File: src/rtl/if_stage.sv
// Instruction-fetch stage: pre-IF next-PC generation, synchronous-read SRAM
// interface and a one-entry buffer that holds the fetched word while ID stalls.
module if_stage #(
  parameter logic [31:0] RESET_PC = 32'h1c000000
) (
  input  logic        clk,
  input  logic        rst,
  input  logic        id_allowin,
  input  logic [32:0] br_bus,
  output logic        if_validout,
  output logic [63:0] if_to_id_bus,
  output logic        inst_sram_en,
  output logic [3:0]  inst_sram_we,
  output logic [31:0] inst_sram_addr,
  output logic [31:0] inst_sram_wdata,
  input  logic [31:0] inst_sram_rdata
);

  localparam int unsigned XLEN = 32;

  logic            preif_valid;
  logic            fs_valid;
  logic [XLEN-1:0] fs_pc;
  logic [XLEN-1:0] inst_buf;
  logic            inst_buf_valid;

  logic            br_taken;
  logic [XLEN-1:0] br_target;
  logic [XLEN-1:0] nextpc;
  logic [XLEN-1:0] inst;
  logic            fs_allowin;

  assign br_taken  = br_bus[32];
  assign br_target = br_bus[31:0];

  // A redirect kills whatever sits in IF, so it can always be overwritten.
  assign fs_allowin = ~fs_valid | id_allowin | br_taken;
  assign nextpc     = br_taken ? br_target : fs_pc + XLEN'(4);

  assign inst_sram_en    = preif_valid & fs_allowin;
  assign inst_sram_we    = 4'b0;
  assign inst_sram_wdata = 32'b0;
  assign inst_sram_addr  = rst ? RESET_PC : nextpc;

  assign inst         = inst_buf_valid ? inst_buf : inst_sram_rdata;
  assign if_validout  = fs_valid & ~br_taken;
  assign if_to_id_bus = {fs_pc, inst};

  // SRAM output is not held while en=0, so the word is captured on the first stall edge.
  always_ff @(posedge clk or posedge rst) begin
    if (rst) begin
      preif_valid    <= 1'b0;
      fs_valid       <= 1'b0;
      fs_pc          <= RESET_PC - XLEN'(4);
      inst_buf       <= '0;
      inst_buf_valid <= 1'b0;
    end else begin
      preif_valid <= 1'b1;
      if (inst_sram_en) begin
        fs_pc          <= nextpc;
        fs_valid       <= 1'b1;
        inst_buf_valid <= 1'b0;
      end else if (fs_valid & ~id_allowin & ~br_taken & ~inst_buf_valid) begin
        inst_buf       <= inst_sram_rdata;
        inst_buf_valid <= 1'b1;
      end
    end
  end

endmodule
File: config.mk
export PLATFORM = sky130hd
export DESIGN_NAME = if_stage
export DESIGN_NICKNAME = d
export VERILOG_FILES = /design/src/rtl/if_stage.sv
export SDC_FILE = /design/constraint.sdc
export NUM_CORES = 1
export LEC_CHECK = 0
export ABC_AREA = 1
export CELL_PAD_IN_SITES_DETAIL_PLACEMENT = 1
export CELL_PAD_IN_SITES_GLOBAL_PLACEMENT = 2
export CORE_ASPECT_RATIO = 0.7
export CORE_MARGIN = 1
export CORE_UTILIZATION = 22
export DETAILED_ROUTE_END_ITERATION = 10
export PLACE_DENSITY_LB_ADDON = 0.15
export SLEW_MARGIN = 20
export SYNTH_ARGS = -nofsm -noshare
export SYNTH_HDL_FRONTEND = slang
export SYNTH_SLANG_ARGS = --single-unit
File: constraint.sdc
create_clock -name clk -period 3.9 [get_ports clk]
set_clock_uncertainty 0.1 [all_clocks]
set_input_delay 0.975 -clock clk [delete_from_list [all_inputs] [get_ports clk]]
set_output_delay 0.975 -clock clk [all_outputs]
set_load 0.05 [all_outputs]
==> summary.md <==
| Metric | Value |
|---|---|
| Status | `finished clean` |
| CP required | `roughly 2800 ps` |
| Antenna violations before repair | `0` |
| Placed cells | `approximately 1100` |
| Reg area | `1710 um^2` |
| Largest family of logic cells by synthesized area | `simple AND/OR/NAND/NOR gates` |
| Min-Delay Startpoint | `preif_valid$_DFF_PP0_` |
| First-pass GRT wire length | `~28 mm` |
| DRC violations left | `0` |
| Via density per instance | `4.35` |
| CP max FO | `6` |
| Complex-gate fraction of the synthesized area | `0.114` |
| Core Region | `approximately 20000 um^2` |
| WHS Path Cells | `1` |
| Worst-case clock buffer depth | `2` |
| Sink Count | `67` |
| CTS Buf Count | `9` |
| Yosys reg bits | `67` |
| Multi-input gate area | `between 2000 and 2500 um^2` |
| Area of placed instances | `6760 um^2` |
| R2R depth | `10` |
| Post-synthesis cell count | `around 700` |
| Fin Setup TNS | `0 ps` |
| Critical-path cell list | `ha_1 -> nand3_1 -> nor2_2 -> nand3_1 -> nand2_1 -> nand3_1 -> o21ai_1 -> inv_1 -> nor2_1 -> buf_12` |
| Synthesized cell area | `~4600 um^2` |
| Clock-pin slew on the worst setup and hold paths | `roughly 60 ps` |
| NumNets Final | `930` |
| Postcts setup bufs | `0` |
| Final Util | `0.350` |
| Post-synthesis adder-cell area fraction | `0.00270` |
| Final WL | `between 15 and 20 mm` |
| Std cell rows | `between 40 and 50` |
| Num ports | `about 200` |
| Final instance area | `about 7100 um^2` |
| Startpoint class of the critical path | `flip-flop` |
| Hold Buf Count CTS | `0` |
| Crit-path most repeated cell | `nand3_1` |
| Clk root buf | `clkbuf_16` |
| Port Buffers | `165` |
| Internal power | `1.80 mW` |
| Non-filler cells, final | `between 1000 and 1500` |
| Part of the power in registers | `0.307` |
| H-tree depth | `3` |
| Setup violations, final | `0` |
| Final Hold Fails | `0` |
| Simple-Gate Fraction of Synth Area | `0.359` |
| RSZ-0062 raised after global routing | `false` |
| Worst slew margin | `0.503` |
| Fin crit share | `0.928` |
| Fill cell count | `2491` |
| Die Width | `around 180 um` |
| Die area | `21600 um^2` |
| Critical R2R Launch | `fs_pc[2]$_DFFE_PP1N_` |
| Largest net degree at the start of global routing | `55` |
| Vias in the first global route | `5003` |
| Slew @ Worst Pin | `between 700 and 800 ps` |
| Initial core utilization | `0.229` |
| Synth Area per Inst | `~6.6 um^2` |
| Critical Path AT | `between 2000 and 3000 ps` |
| Chip Height | `roughly 120 um` |
| First drt pass iteration count | `4` |
| PD cells | `450 nW/um^2` |
| Slowest stage delay, CP | `between 600 and 700 ps` |
| Placer Congestion | `about 0.80` |
| Antenna viol nets, final | `0` |
| Capturing point of the worst reg2reg path | `fs_pc[18]$_DFFE_PP1N_` |
| P_leak | `approximately 3.2 nW` |
| Setup Crit Path Kind | `flip-flop to primary output` |
| CP max-delay cell | `dfstp_2` |
| Psw | `roughly 1.4 mW` |
| Grt total ovfl | `0` |
| Max VDD drop | `~0.21 mV` |
| Synth Area in XOR/XNOR | `0` |
| Yosys cell types | `31` |
| Sequential fraction of the synthesis area | `0.369` |
| Slew Limit Fails | `0` |
| CTS tree | `yes` |
| Yosys warns | `0` |
| Combinational Power Share | `0.424` |
| Min Tclk post-route | `about 3600 ps` |
| Total global routing track utilization | `0.169` |
| Routed len/inst | `between 15 and 20 um` |
| Layout area overhead | `52.7%` |
| Clock Latency Late Sink | `roughly 340 ps` |
| Hold Path Sink | `inst_buf_valid$_DFFE_PP0P_` |
| Layout cell share with drive strength beyond 1 | `0.176` |
| HPWL Detailed | `approximately 14 mm` |
| Mux cell area share after synthesis | `0.00649` |
| Detailed Route Iter0 Violations | `approximately 230` |
| Antenna fix cells | `0` |
| Max-cap violation count | `0` |
| Setup crit end kind | `primary output` |
| Clock Power Share | `0.268` |
| Class of the worst hold path | `flip-flop to flip-flop` |
| R2R Setup Slk | `between 1500 and 2000 ps` |
| Routed vias | `4947` |
| Max Freq | `roughly 280 MHz` |
| Sw Ratio | `0.434` |
how the worst max path moves through the flow:
stage	from	slack [ps]	to	cells after the start
3_5_place_dp	inst_sram_rdata[29]	290	if_to_id_bus[29]	4
3_3_place_gp	br_bus[32]	280	inst_buf[26]$_DFFE_PP0P_	8
5_1_grt	fs_pc[2]$_DFFE_PP1N_	80	inst_sram_addr[16]	10
4_1_cts	fs_pc[2]$_DFFE_PP1N_	140	inst_sram_addr[16]	10
2_1_floorplan	rst	150	inst_sram_addr[26]	3
6_report	fs_pc[2]$_DFFE_PP1N_	280	inst_sram_addr[16]	10
layout by cell type, fill, tap and decap left out, types with 5 or more instances in the layout:
cell and count:
conb_1 37, a21oi_1 5, clkbuf_16 9, o21ai_0 83, dfrtp_1 41, buf_12 35
dfstp_2 26, nor2_1 62, nand2_2 6, nand3_1 54, buf_4 31, inv_1 75
or2_2 13, clkdlybuf4s50_1 109, nor2_2 10, nor2_4 5, o21ai_1 6, nand2_1 226
area by class of cell:
class	instances	area share
sequential	67	0.242
clock buffer	9	0.0319
timing repair buffer	175	0.287
tap	270	0.0478
clock inverter	7	0.0106
inverter	78	0.0420
multi-input combinational	530	0.339
flip-flops by register name, indices dropped and copies added, names as in the netlist:
name            cells
inst_buf_valid      1
inst_buf           32
fs_valid            1
fs_pc              32
preif_valid         1
power by group through the flow:
| stage | Clock, mW | Combinational (mW) | Sequential (mW) |
|---|---|---|---|
| floorplan | 0 | 0.707 | 1.13 |
| global placement | 0 | 1.34 | 0.983 |
| detailed placement | 0 | 1.36 | 0.989 |
| CTS | 0.882 | 1.36 | 0.979 |
| global route | 0.907 | 1.44 | 1.00 |
| finish | 0.853 | 1.35 | 0.978 |
synthesized netlist by cell type:
| master | count | share of area |
|---|---|---|
| inv_1 | 77 | 0.062 |
| o21ai_2 | 1 | 0.0019 |
| nand2_4 | 1 | 0.0024 |
| nand2_1 | 229 | 0.19 |
| o21ai_1 | 6 | 0.0065 |
| nand4_1 | 3 | 0.0041 |
| nor2_1 | 63 | 0.051 |
| conb_1 | 2 | 0.0016 |
| dfrtp_1 | 41 | 0.22 |
| a31oi_1 | 1 | 0.0014 |
| mux2i_1 | 3 | 0.0065 |
| or2_0 | 1 | 0.0014 |
| nor2_4 | 5 | 0.012 |
| o21bai_1 | 4 | 0.0065 |
| dfstp_2 | 26 | 0.15 |
| ha_1 | 1 | 0.0027 |
| inv_2 | 1 | 0.00081 |
| o21ai_0 | 83 | 0.090 |
| o211ai_1 | 1 | 0.0016 |
| buf_1 | 1 | 0.00081 |
| nand3_2 | 2 | 0.0043 |
| buf_4 | 36 | 0.058 |
| buf_2 | 7 | 0.0076 |
| nor2_2 | 9 | 0.012 |
| o22ai_1 | 1 | 0.0014 |
| or2_2 | 13 | 0.018 |
| clkbuf_1 | 20 | 0.016 |
| nand2_2 | 6 | 0.0081 |
| nand3b_1 | 1 | 0.0016 |
| a21oi_1 | 5 | 0.0054 |
| nand3_1 | 54 | 0.058 |
per-layer routing:
layer	part of all wire	routed length [um]	global-route usage	vias to the layer above
li1	-	-	-	2434
met1	0.51	9140	0.242	2355
met2	0.42	7560	0.259	145
met3	0.051	913	0.0351	13
met4	0.012	220	0.0429	0
met5	0	0	0	-
worst max-delay path, delay by kind of cell (launching register included):
| family | cells | cell delay (ps) |
|---|---|---|
| AO/OA/AOI/OAI | 1 | 110 |
| AND/OR/NAND/NOR | 6 | 1030 |
| flip-flops | 1 | 610 |
| adder cells (fa/ha/maj) | 1 | 220 |
| buffers and inverters | 2 | 230 |
per-stage QoR:
step                setup slack (ps)  hold WS [ps]  power (mW)
floorplan                        149           325        1.84
global placement                 278           342        2.33
detailed placement               290           350        2.35
CTS                              141           359        3.22
global route                    78.5           384        3.35
finish                           281           364        3.18
repair_timing:
item / CTS / global route
hold endpoints to repair: 0 / 0
setup endpoints to repair: 0 / 1
gates resized for setup: 0 / 1
cells by family (layout without fill, tap and decap cells):
kind of cell	Yosys count	count (layout)
buf+inv	142	269
fa+ha+maj	1	1
flops	67	67
simple gates	387	387
other cells	2	37
mux	3	3
compound gates	102	102
No activity file was read; power rests on OpenSTA's default activity.
